### src/rtl/neighbor_info_cntl_p.sv
// Neighbor-info memory controller.
// Preloads NUM_BANKS single-port SRAM banks from per-bank serial streams framed
// by sos/eos, then serves node-ID lookups one per cycle. Each lookup reads the
// bank/half picked by the replay iteration. A 2-entry output buffer absorbs
// downstream back-pressure.
module neighbor_info_cntl_p #(
  parameter int NUM_BANKS = 4,
  parameter int DATA_W    = 16,
  parameter int NODE_ID_W = 8,
  parameter int ADDR_W    = NODE_ID_W + 1,
  parameter int PE_TAG_W  = 2,
  parameter int ITER_W    = $clog2(NUM_BANKS) + 1
) (
  input  logic                        clk,
  input  logic                        reset,
  input  logic [ITER_W-1:0]           cur_iter,
  input  logic                        req_valid,
  input  logic [NODE_ID_W-1:0]        req_node_id,
  input  logic [PE_TAG_W-1:0]         req_pe_tag,
  output logic                        req_ready,
  output logic                        resp_valid,
  output logic [DATA_W-1:0]           resp_addr,
  output logic [PE_TAG_W-1:0]         resp_pe_tag,
  input  logic                        resp_ready,
  input  logic                        sos,
  input  logic                        eos,
  input  logic [NUM_BANKS-1:0]        ser_data,
  output logic [NUM_BANKS-1:0]        sram_cen,
  output logic [NUM_BANKS-1:0]        sram_wen,
  output logic [NUM_BANKS*ADDR_W-1:0] sram_a,
  output logic [NUM_BANKS*DATA_W-1:0] sram_d,
  input  logic [NUM_BANKS*DATA_W-1:0] sram_q,
  output logic                        preload_done,
  output logic                        overflow
);

  localparam int BANK_W = ITER_W - 1;
  localparam int CNT_W  = $clog2(DATA_W);

  typedef enum logic {IDLE = 1'b0, PRELOAD = 1'b1} state_t;

  state_t                 state;
  logic [CNT_W-1:0]       bit_cnt;
  logic [ADDR_W:0]        wr_addr;
  logic [DATA_W-1:0]      shreg [NUM_BANKS];
  logic                   word_done;
  logic                   wr_en;

  logic                   vld_p0;
  logic [BANK_W-1:0]      bank_p0;
  logic [ADDR_W-1:0]      addr_p0;

  logic                   vld_p1;
  logic [BANK_W-1:0]      bank_p1;
  logic [PE_TAG_W-1:0]    tag_p1;
  logic [DATA_W-1:0]      q_p1;

  logic [1:0]             occ;
  logic [DATA_W-1:0]      obuf_addr [2];
  logic [PE_TAG_W-1:0]    obuf_tag  [2];
  logic                   pop;
  logic [2:0]             slots_used;

  // Append one serial bit (MSB first) to a partially assembled word.
  function automatic logic [DATA_W-1:0] shift_in(input logic [DATA_W-1:0] w,
                                                  input logic b);
    return {w[DATA_W-2:0], b};
  endfunction

  // Stage p0: request accept and SRAM read issue
  assign resp_valid = (occ != 2'd0);
  assign pop        = resp_valid && resp_ready;
  // A slot freed by a same-cycle pop counts as free, so a steady stream with
  // resp_ready held high sustains one lookup per cycle.
  assign slots_used = {1'b0, occ} + {2'b00, vld_p1} - {2'b00, pop};
  assign req_ready  = reset && (state == IDLE) && !sos && (slots_used < 3'd2);
  assign vld_p0     = req_valid && req_ready;
  assign bank_p0    = cur_iter[ITER_W-1:1];
  assign addr_p0    = {cur_iter[0], req_node_id};

  // A complete word is ready on the cycle its last bit is on ser_data.
  assign word_done  = (state == PRELOAD) && !sos && (bit_cnt == CNT_W'(DATA_W - 1));
  assign wr_en      = word_done && !wr_addr[ADDR_W];

  // Drive the SRAM ports: preload writes hit every bank, lookups one bank.
  always_comb begin
    sram_cen = '1;
    sram_wen = '1;
    sram_a   = '0;
    sram_d   = '0;
    for (int k = 0; k < NUM_BANKS; k++) begin
      if (wr_en) begin
        sram_cen[k] = 1'b0;
        sram_wen[k] = 1'b0;
        sram_a[k*ADDR_W +: ADDR_W] = wr_addr[ADDR_W-1:0];
        sram_d[k*DATA_W +: DATA_W] = shift_in(shreg[k], ser_data[k]);
      end else if (vld_p0 && (bank_p0 == BANK_W'(k))) begin
        sram_cen[k] = 1'b0;
        sram_a[k*ADDR_W +: ADDR_W] = addr_p0;
      end
    end
  end

  // Carry the bank and tag of an issued read alongside its valid.
  always_ff @(posedge clk or negedge reset) begin
    if (!reset) begin
      vld_p1  <= 1'b0;
      bank_p1 <= '0;
      tag_p1  <= '0;
    end else begin
      vld_p1 <= vld_p0;
      if (vld_p0) begin
        bank_p1 <= bank_p0;
        tag_p1  <= req_pe_tag;
      end
    end
  end

  // Stage p1: read data return from the bank chosen at accept time
  always_comb begin
    q_p1 = '0;
    for (int k = 0; k < NUM_BANKS; k++) begin
      if (bank_p1 == BANK_W'(k)) q_p1 = sram_q[k*DATA_W +: DATA_W];
    end
  end

  // Stage p2: in-order 2-entry output buffer, entry 0 is the head.
  always_ff @(posedge clk or negedge reset) begin
    if (!reset) begin
      occ          <= 2'd0;
      obuf_addr[0] <= '0;
      obuf_addr[1] <= '0;
      obuf_tag[0]  <= '0;
      obuf_tag[1]  <= '0;
    end else begin
      case ({vld_p1, pop})
        2'b10: begin
          if (occ == 2'd0) begin
            obuf_addr[0] <= q_p1;
            obuf_tag[0]  <= tag_p1;
          end else begin
            obuf_addr[1] <= q_p1;
            obuf_tag[1]  <= tag_p1;
          end
          occ <= occ + 2'd1;
        end
        2'b01: begin
          obuf_addr[0] <= obuf_addr[1];
          obuf_tag[0]  <= obuf_tag[1];
          occ          <= occ - 2'd1;
        end
        2'b11: begin
          if (occ == 2'd1) begin
            obuf_addr[0] <= q_p1;
            obuf_tag[0]  <= tag_p1;
          end else begin
            obuf_addr[0] <= obuf_addr[1];
            obuf_tag[0]  <= obuf_tag[1];
            obuf_addr[1] <= q_p1;
            obuf_tag[1]  <= tag_p1;
          end
        end
        default: ;
      endcase
    end
  end

  assign resp_addr   = obuf_addr[0];
  assign resp_pe_tag = obuf_tag[0];

  // Control FSM: serial preload framing, write address, done/overflow flags.
  always_ff @(posedge clk or negedge reset) begin
    if (!reset) begin
      state        <= IDLE;
      bit_cnt      <= '0;
      wr_addr      <= '0;
      preload_done <= 1'b0;
      overflow     <= 1'b0;
      for (int k = 0; k < NUM_BANKS; k++) shreg[k] <= '0;
    end else begin
      preload_done <= 1'b0;
      if (word_done && wr_addr[ADDR_W]) overflow <= 1'b1;
      if (sos) begin
        // Start or restart: earlier SRAM contents are left in place.
        state   <= PRELOAD;
        bit_cnt <= '0;
        wr_addr <= '0;
        for (int k = 0; k < NUM_BANKS; k++) shreg[k] <= '0;
      end else if (state == PRELOAD) begin
        for (int k = 0; k < NUM_BANKS; k++) shreg[k] <= shift_in(shreg[k], ser_data[k]);
        if (eos) begin
          state        <= IDLE;
          bit_cnt      <= '0;
          wr_addr      <= '0;
          preload_done <= 1'b1;
        end else begin
          bit_cnt <= word_done ? '0 : bit_cnt + CNT_W'(1);
          if (wr_en) wr_addr <= wr_addr + (ADDR_W+1)'(1);
        end
      end
    end
  end

endmodule

### config.mk
export PLATFORM = sky130hd
export DESIGN_NAME = neighbor_info_cntl_p
export DESIGN_NICKNAME = d
export VERILOG_FILES = /design/src/rtl/neighbor_info_cntl_p.sv
export SDC_FILE = /design/constraint.sdc
export NUM_CORES = 1
export LEC_CHECK = 0
export CAP_MARGIN = 20
export CORE_MARGIN = 2
export CORE_UTILIZATION = 40
export CTS_CLUSTER_DIAMETER = 100
export DETAILED_ROUTE_END_ITERATION = 16
export PLACE_DENSITY = 0.76
export SLEW_MARGIN = 20
export SYNTH_ARGS = -nofsm -noshare
export SYNTH_HDL_FRONTEND = slang
export SYNTH_SLANG_ARGS = --single-unit
### constraint.sdc
create_clock -name clk -period 5.54 [get_ports clk]
set_clock_uncertainty 0.05 [all_clocks]
set_input_delay 1.662 -clock clk [delete_from_list [all_inputs] [get_ports clk]]
set_output_delay 1.662 -clock clk [all_outputs]
set_load 0.03 [all_outputs]
==> results of run 1 <==
[worst min-delay path by stage]
stage,end,slack [ns],depth (start not counted)
5_1_grt,obuf_addr[15]$_DFFE_PN0P_,0.45,1
6_report,overflow$_DFFE_PN0P_,0.41,1
3_5_place_dp,overflow$_DFFE_PN0P_,0.40,1
2_1_floorplan,obuf_addr[0]$_DFFE_PN0P_,0.42,1
4_1_cts,overflow$_DFFE_PN0P_,0.42,1
3_3_place_gp,overflow$_DFFE_PN0P_,0.40,1
[where the power goes]
| part | switching [mW] | internal (mW) |
|---|---|---|
| Sequential | 0.137 | 1.03 |
| Clock | 0.387 | 0.750 |
| Combinational | 0.499 | 0.499 |
| Total | 1.02 | 2.27 |
[state kept, by name (all words and copies together), names as in the netlist, 2 cells and up]
signal	count
bank_p1	2
bit_cnt	4
obuf_addr	16
obuf_tag	2
occ	2
resp_addr	16
resp_pe_tag	2
shreg	60
tag_p1	2
wr_addr	10
[per-layer routing]
metal	vias up	GRT usage (%)	share of wire (%)
met1	2884	28.77	44
met2	205	32.94	46
met5	-	0	0
li1	2770	-	-
met3	17	9.159	9.4
met4	0	6.257	1.4
[synth_stat cells (all sizes together), types with 4 or more instances]
cell type / number / share of area (%)
o31ai: 5 / 0.55
nor2b: 4 / 0.37
dfrtp: 120 / 44
a21oi: 15 / 1.3
and3: 66 / 6.1
mux2: 22 / 3.7
mux2i: 62 / 9.1
or4: 6 / 0.66
buf: 49 / 4.8
o21ai: 60 / 4.4
nand2: 14 / 0.77
nor2: 82 / 4.5
inv: 20 / 1.1
nand2b: 9 / 0.83
clkbuf: 26 / 1.5
nand4: 7 / 0.64
o211ai: 20 / 2.2
nand3: 12 / 0.88
a31oi: 20 / 1.8
mux4: 16 / 5.6
ha: 6 / 1.1
[what timing repair did]
item | CTS | global route
endpoints found under the setup margin | 40 | 35
pin swaps | 2 | 1
resized for setup | 9 | 5
[cells in the final DEF (no fill, tap or decap), types with 4 or more instances in the layout]
| master | Yosys | final |
|---|---|---|
| mux4_2 | 10 | 10 |
| inv_1 | 20 | 20 |
| mux2_2 | 20 | 20 |
| ha_1 | 6 | 6 |
| buf_4 | 24 | 57 |
| buf_12 | 0 | 9 |
| or4_1 | 6 | 6 |
| a31oi_1 | 20 | 20 |
| nand3_1 | 12 | 12 |
| and3_1 | 66 | 66 |
| o31ai_1 | 5 | 5 |
| clkdlybuf4s50_1 | 0 | 170 |
| o211ai_1 | 20 | 20 |
| a21oi_1 | 14 | 14 |
| mux2i_1 | 62 | 62 |
| nand2_1 | 14 | 14 |
| nand2b_1 | 9 | 9 |
| mux4_1 | 6 | 6 |
| clkinv_2 | 0 | 4 |
| clkbuf_16 | 0 | 17 |
| dfrtp_1 | 120 | 119 |
| o21ai_0 | 60 | 54 |
| nor2_1 | 82 | 81 |
| nand4_1 | 7 | 7 |
| o21ai_1 | 0 | 5 |
| clkbuf_8 | 0 | 4 |
[final cells by class]
cell class	count	area (um2)
Clock inverter	8	118.9
Tap cell	220	275.3
Timing Repair Buffer	241	2370
Inverter	21	78.83
Fill cell	1452	6984
Clock buffer	23	488.0
Sequential cell	120	3007
Multi-Input combinational cell	453	3321
[cells by family after synthesis]
logic type / count (synthesis) / synth area share [%]
flip-flops: 120 / 44.06
XOR/XNOR: 3 / 0.3856
adder cells (fa/ha/maj): 7 / 1.395
AO/OA/AOI/OAI: 126 / 11.03
multiplexers: 100 / 18.47
buffers and inverters: 96 / 7.435
AND/OR/NAND/NOR: 217 / 17.22
[worst register-to-register path: stages, from the launching register on]
cell,delay [ns]
dfrtp_1,0.43
inv_1,0.09
ha_1,0.29
nand2b_1,0.21
buf_4,0.15
inv_1,0.06
ha_1,0.64
clkinv_1,0.73
o211ai_1,0.40
a31oi_1,0.13
==> flow_metrics.tcl, run 1 <==
set metrics [dict create \
    cts_htree_levels 4 \
    grt_pass1_wl_mm 30.95 \
    viasPerCell 5.411 \
    antenna_found_initial 0 \
    relSlewSlack_pct 33.28 \
    critical_path.top_delay_family "simple AND/OR/NAND/NOR gates" \
    grt_pass1_vias 5750 \
    crit_type "in2out" \
    gp_congestion 0.8017 \
    cts_max_path_buffers 2 \
    r2r_cells 9 \
    die-height_um 134.5 \
    final_util_pct 58.03 \
    ir_worst_vdd_uv 236.9 \
    grt_start_max_net_pins 121 \
    hold_buffers 0 \
    overflow 0 \
    wire_per_inst_um 18.07 \
    post_dp_cell_area_um2 9015 \
    cpMostUsedCell "buf_4" \
    max_freq_ghz 0.1849 \
    path_depth 10 \
    cts_tree "yes" \
    vias 5876 \
    synth_edf_count 0 \
    place_ws_ns -0.3426 \
    drv_slew 0 \
    timing.final.crit_share_pct 97.62 \
    cts_root_buf "clkbuf_16" \
    status "finished clean" \
    cts_setup_buffers 0 \
    final_net_count 948 \
    drt-pass1-iter-count 5 \
    row_count 47 \
    total_power_mw 3.297 \
    hpwl_mm 13.02 \
    start_util_pct 40.95 \
    portBuffers 216 \
    path_max_fanout 6 \
    drcViolationCount 0 \
    cp-end-kind "primary output" \
    syn_to_final_growth_pct 41.71 \
    post_layout_nonfiller_instances 1086 \
    dieWidth_um 134.5 \
    cts_inserted_buffers 17 \
    ant_nets 0 \
    syn-cell-area_um2 6815 \
    rrSetupSlack_ns 2.23 \
    synth-seq-area-share_pct 44.06 \
    n_antenna_cell 0 \
    p_leak_nw 4.565 \
    final_area_um2 9658 \
    synth.net_count 763 \
    cp_slowest_cell "fa_1" \
    startpoint_type "primary input" \
    rsz0062_at_grt "false" \
    placed_cells 1054 \
    drtIter0Drc 389 \
    finalSetupTns_ns 0 \
    hp-class "reg2reg" \
    cpPeakStageDelay_ns 0.52 \
    design.core.area_um2 16640 \
    setup_violations 0 \
    required_ns 3.83 \
    p_per_area_nw_per_um2 341.4 \
    synth_area_per_cell_um2 10.19 \
    track_usage_pct 21.79 \
    hold_ws_ns 0.4122 \
    r2r_end "resp_addr[0]$_DFFE_PN0P_" \
    maxCapViolCount 0 \
    drt-total-wl_mm 19.62 \
    syn_inst 669 \
    cts_num_sinks 120 \
    yosys_most_used_dff "dfrtp_1" \
    endpoint "sram_a[2]" \
    insertion_delay_ns 0.42 \
    ioPinCount 217 \
    r2r_start "occ[0]$_DFFE_PN0P_" \
    drive_above_1_share_pct 16.74 \
    worstHoldStart "overflow$_DFFE_PN0P_" \
    hold_viol 0 \
    ys_ff_latch 120 \
    path_cells "clkbuf_2 > nand2b_1 > nor2_2 > o21ai_1 > fa_1 > and4bb_2 > nand4_1 > buf_4 > o21ai_0 > buf_4" \
    clkTransAtPathRegs_ns 0.05 \
    crit_buf_inv 3 \
    crit_start "resp_ready" \
    synthDistinctLibCells 50 \
    ys_async_sr_fraction_pct 100.0 \
    die_area_um2 18100 \
    worst_slew_pin_slew_ns 1.001 \
    fin_ws_ns 0.1319 \
    cp.arrival_ns 3.70 \
    yosysWarnings 0 \
    layout_min_cycle_time_ns 5.408 \
]
(Power assumes the default switching activity.)
==> inputs of run 2 (changes only) <==
SKIP_LAST_GASP = 1   (was default)
==> results of run 2 <==
Final layout, timing and power as in run 1 (identical DEF).
==> edit: new RTL, config.mk and constraints of run 2 <==
Register the output `overflow` once more; this adds one clock of latency there. The other outputs are not delayed to match.
--- a/src/rtl/neighbor_info_cntl_p.sv
+++ b/src/rtl/neighbor_info_cntl_p.sv
@@ -40,4 +40,6 @@
   typedef enum logic {IDLE = 1'b0, PRELOAD = 1'b1} state_t;
 
+  logic overflow_s0;
+
   state_t                 state;
   logic [CNT_W-1:0]       bit_cnt;
@@ -176,9 +178,9 @@
       wr_addr      <= '0;
       preload_done <= 1'b0;
-      overflow     <= 1'b0;
+      overflow_s0  <= 1'b0;
       for (int k = 0; k < NUM_BANKS; k++) shreg[k] <= '0;
     end else begin
       preload_done <= 1'b0;
-      if (word_done && wr_addr[ADDR_W]) overflow <= 1'b1;
+      if (word_done && wr_addr[ADDR_W]) overflow_s0 <= 1'b1;
       if (sos) begin
         // Start or restart: earlier SRAM contents are left in place.
@@ -202,4 +204,8 @@
   end
 
+  always_ff @(posedge clk) begin
+    overflow <= overflow_s0;
+  end
+
 endmodule
 
Behaviour: same outputs for any inputs over 4 cycles, from zero or initial values and one cycle with reset low; that may be too few to reach the edited logic, so the function may still have changed.
==> edit against run 2 <==
Clock power about the same; synthesized area up 0.29%; worst setup slack worse by 21 ps; total power up 0.92%; design area up 1.5%; non-clock buffer count up 4; highest routed layer unchanged; wire length up 0.75%; sequential cell count up 1.
==> edit: results <==
export IMPL_status="finished, final reports clean"
export IMPL_cp_top_family="buffers and inverters"
export IMPL_synth_seq_cells=121
export IMPL_met2_usage_pct=33.1
export IMPL_place_ws_ps=-314
export IMPL_synth_cell_type_count=51
export IMPL_grt_pass1_wl_mm=31.2
export IMPL_power_density_mw_per_mm2=340
export IMPL_placed_area_mm2=0.00907
export IMPL_synthMuxAreaShare_pct=18.4
export IMPL_cp_slowest_stage_delay_ps=500
export IMPL_routabilityCongestion=0.817
export IMPL_grt_usage_pct=21.9
export IMPL_post_route_min_period_ps=5430
export IMPL_globalRouteMet1Util_pct=28.9
export IMPL_nNetsFinal=953
export IMPL_grt_pass1_vias=5732
export IMPL_hold_path_end="overflow"
export IMPL_cts_buffer_depth=2
export IMPL_synth_adder_area_share_pct=1.39
export IMPL_multiInputGateArea_mm2=0.00342
export IMPL_fillerInstances=1396
export IMPL_num_nonclk_buffers=245
export IMPL_wl_met1_mm=8.62
export IMPL_synthXorXnorAreaFrac_pct=0.384
export IMPL_worst_pin_slew_ps=1040
export IMPL_grt_start_max_net_pins=71
export IMPL_wire_per_inst_um=18.1
export IMPL_vdd_drop_max_mv=0.222
export IMPL_hp_start="overflow_s0"
export IMPL_cts_setup_buffers=1
export IMPL_reg2reg_depth=12
export IMPL_synth_seq_area_share_pct=44.2
export IMPL_hold_class="reg2reg"
export IMPL_ctsResizeCount=29
export IMPL_dpl_hpwl_mm=13.4
export IMPL_arrival_ps=3720
export IMPL_largest_register="shreg"
export IMPL_dr_wl_met3_mm=1.82
export IMPL_route_met2_wl_mm=9.06
export IMPL_hold_depth=0
export IMPL_synthTopCellsByArea="dfrtp_1 (44%), mux2i_1 (9.1%), and3_1 (6.0%)"
export IMPL_leakage_nw=4.64
export IMPL_synth_compound_area_share_pct=11.0
export IMPL_buf_share_pct=24.4
export IMPL_endpoint="sram_a[10]"
export IMPL_reg2reg_slack_ps=2440
export IMPL_routed_top_layer="met4"
export IMPL_syn_nets=764
export IMPL_initialDrtViolationCount=304
export IMPL_async_flop_share_pct=99.2
export IMPL_drive_gt1_share_pct=20.4
export IMPL_clkCellAreaFrac_pct=6.18
export IMPL_rr_startpoint="occ[0]"
## edit: changes by cell type in the layout (fill, tap and decap cells not counted), sizes merged
cell           delta
buf              +20
clkdlybuf4s50    -16
clkbuf            -3
clkinvlp          +3
clkdlybuf4s15     +1
clkinv            -1
dfxtp             +1
inv               +1
## edit: metrics by stage
step           util, %  instances  setup TNS (ps)  hold slack [ps]
3_5_place_dp      54.5       1062           -5450              315
6_report          58.9       1092               0              327
5_1_grt           58.9       1092               0              356
3_3_place_gp      54.5       1062           -2600              310
4_1_cts           58.4       1092               0              327
2_1_floorplan        -        670               0              298
## edit: where the power goes
part           switching, W  internal, W
Clock              0.000408     0.000730
Sequential         0.000137      0.00103
Combinational      0.000512     0.000507
Total               0.00106      0.00227
## edit: logic make-up after synthesis
| kind of cell | after synthesis |
|---|---|
| flip-flops | 121 |
| XOR/XNOR | 3 |
| buffers and inverters | 96 |
| AO/OA/AOI/OAI | 126 |
| AND/OR/NAND/NOR | 217 |
| adder cells (fa/ha/maj) | 7 |
| multiplexers | 100 |
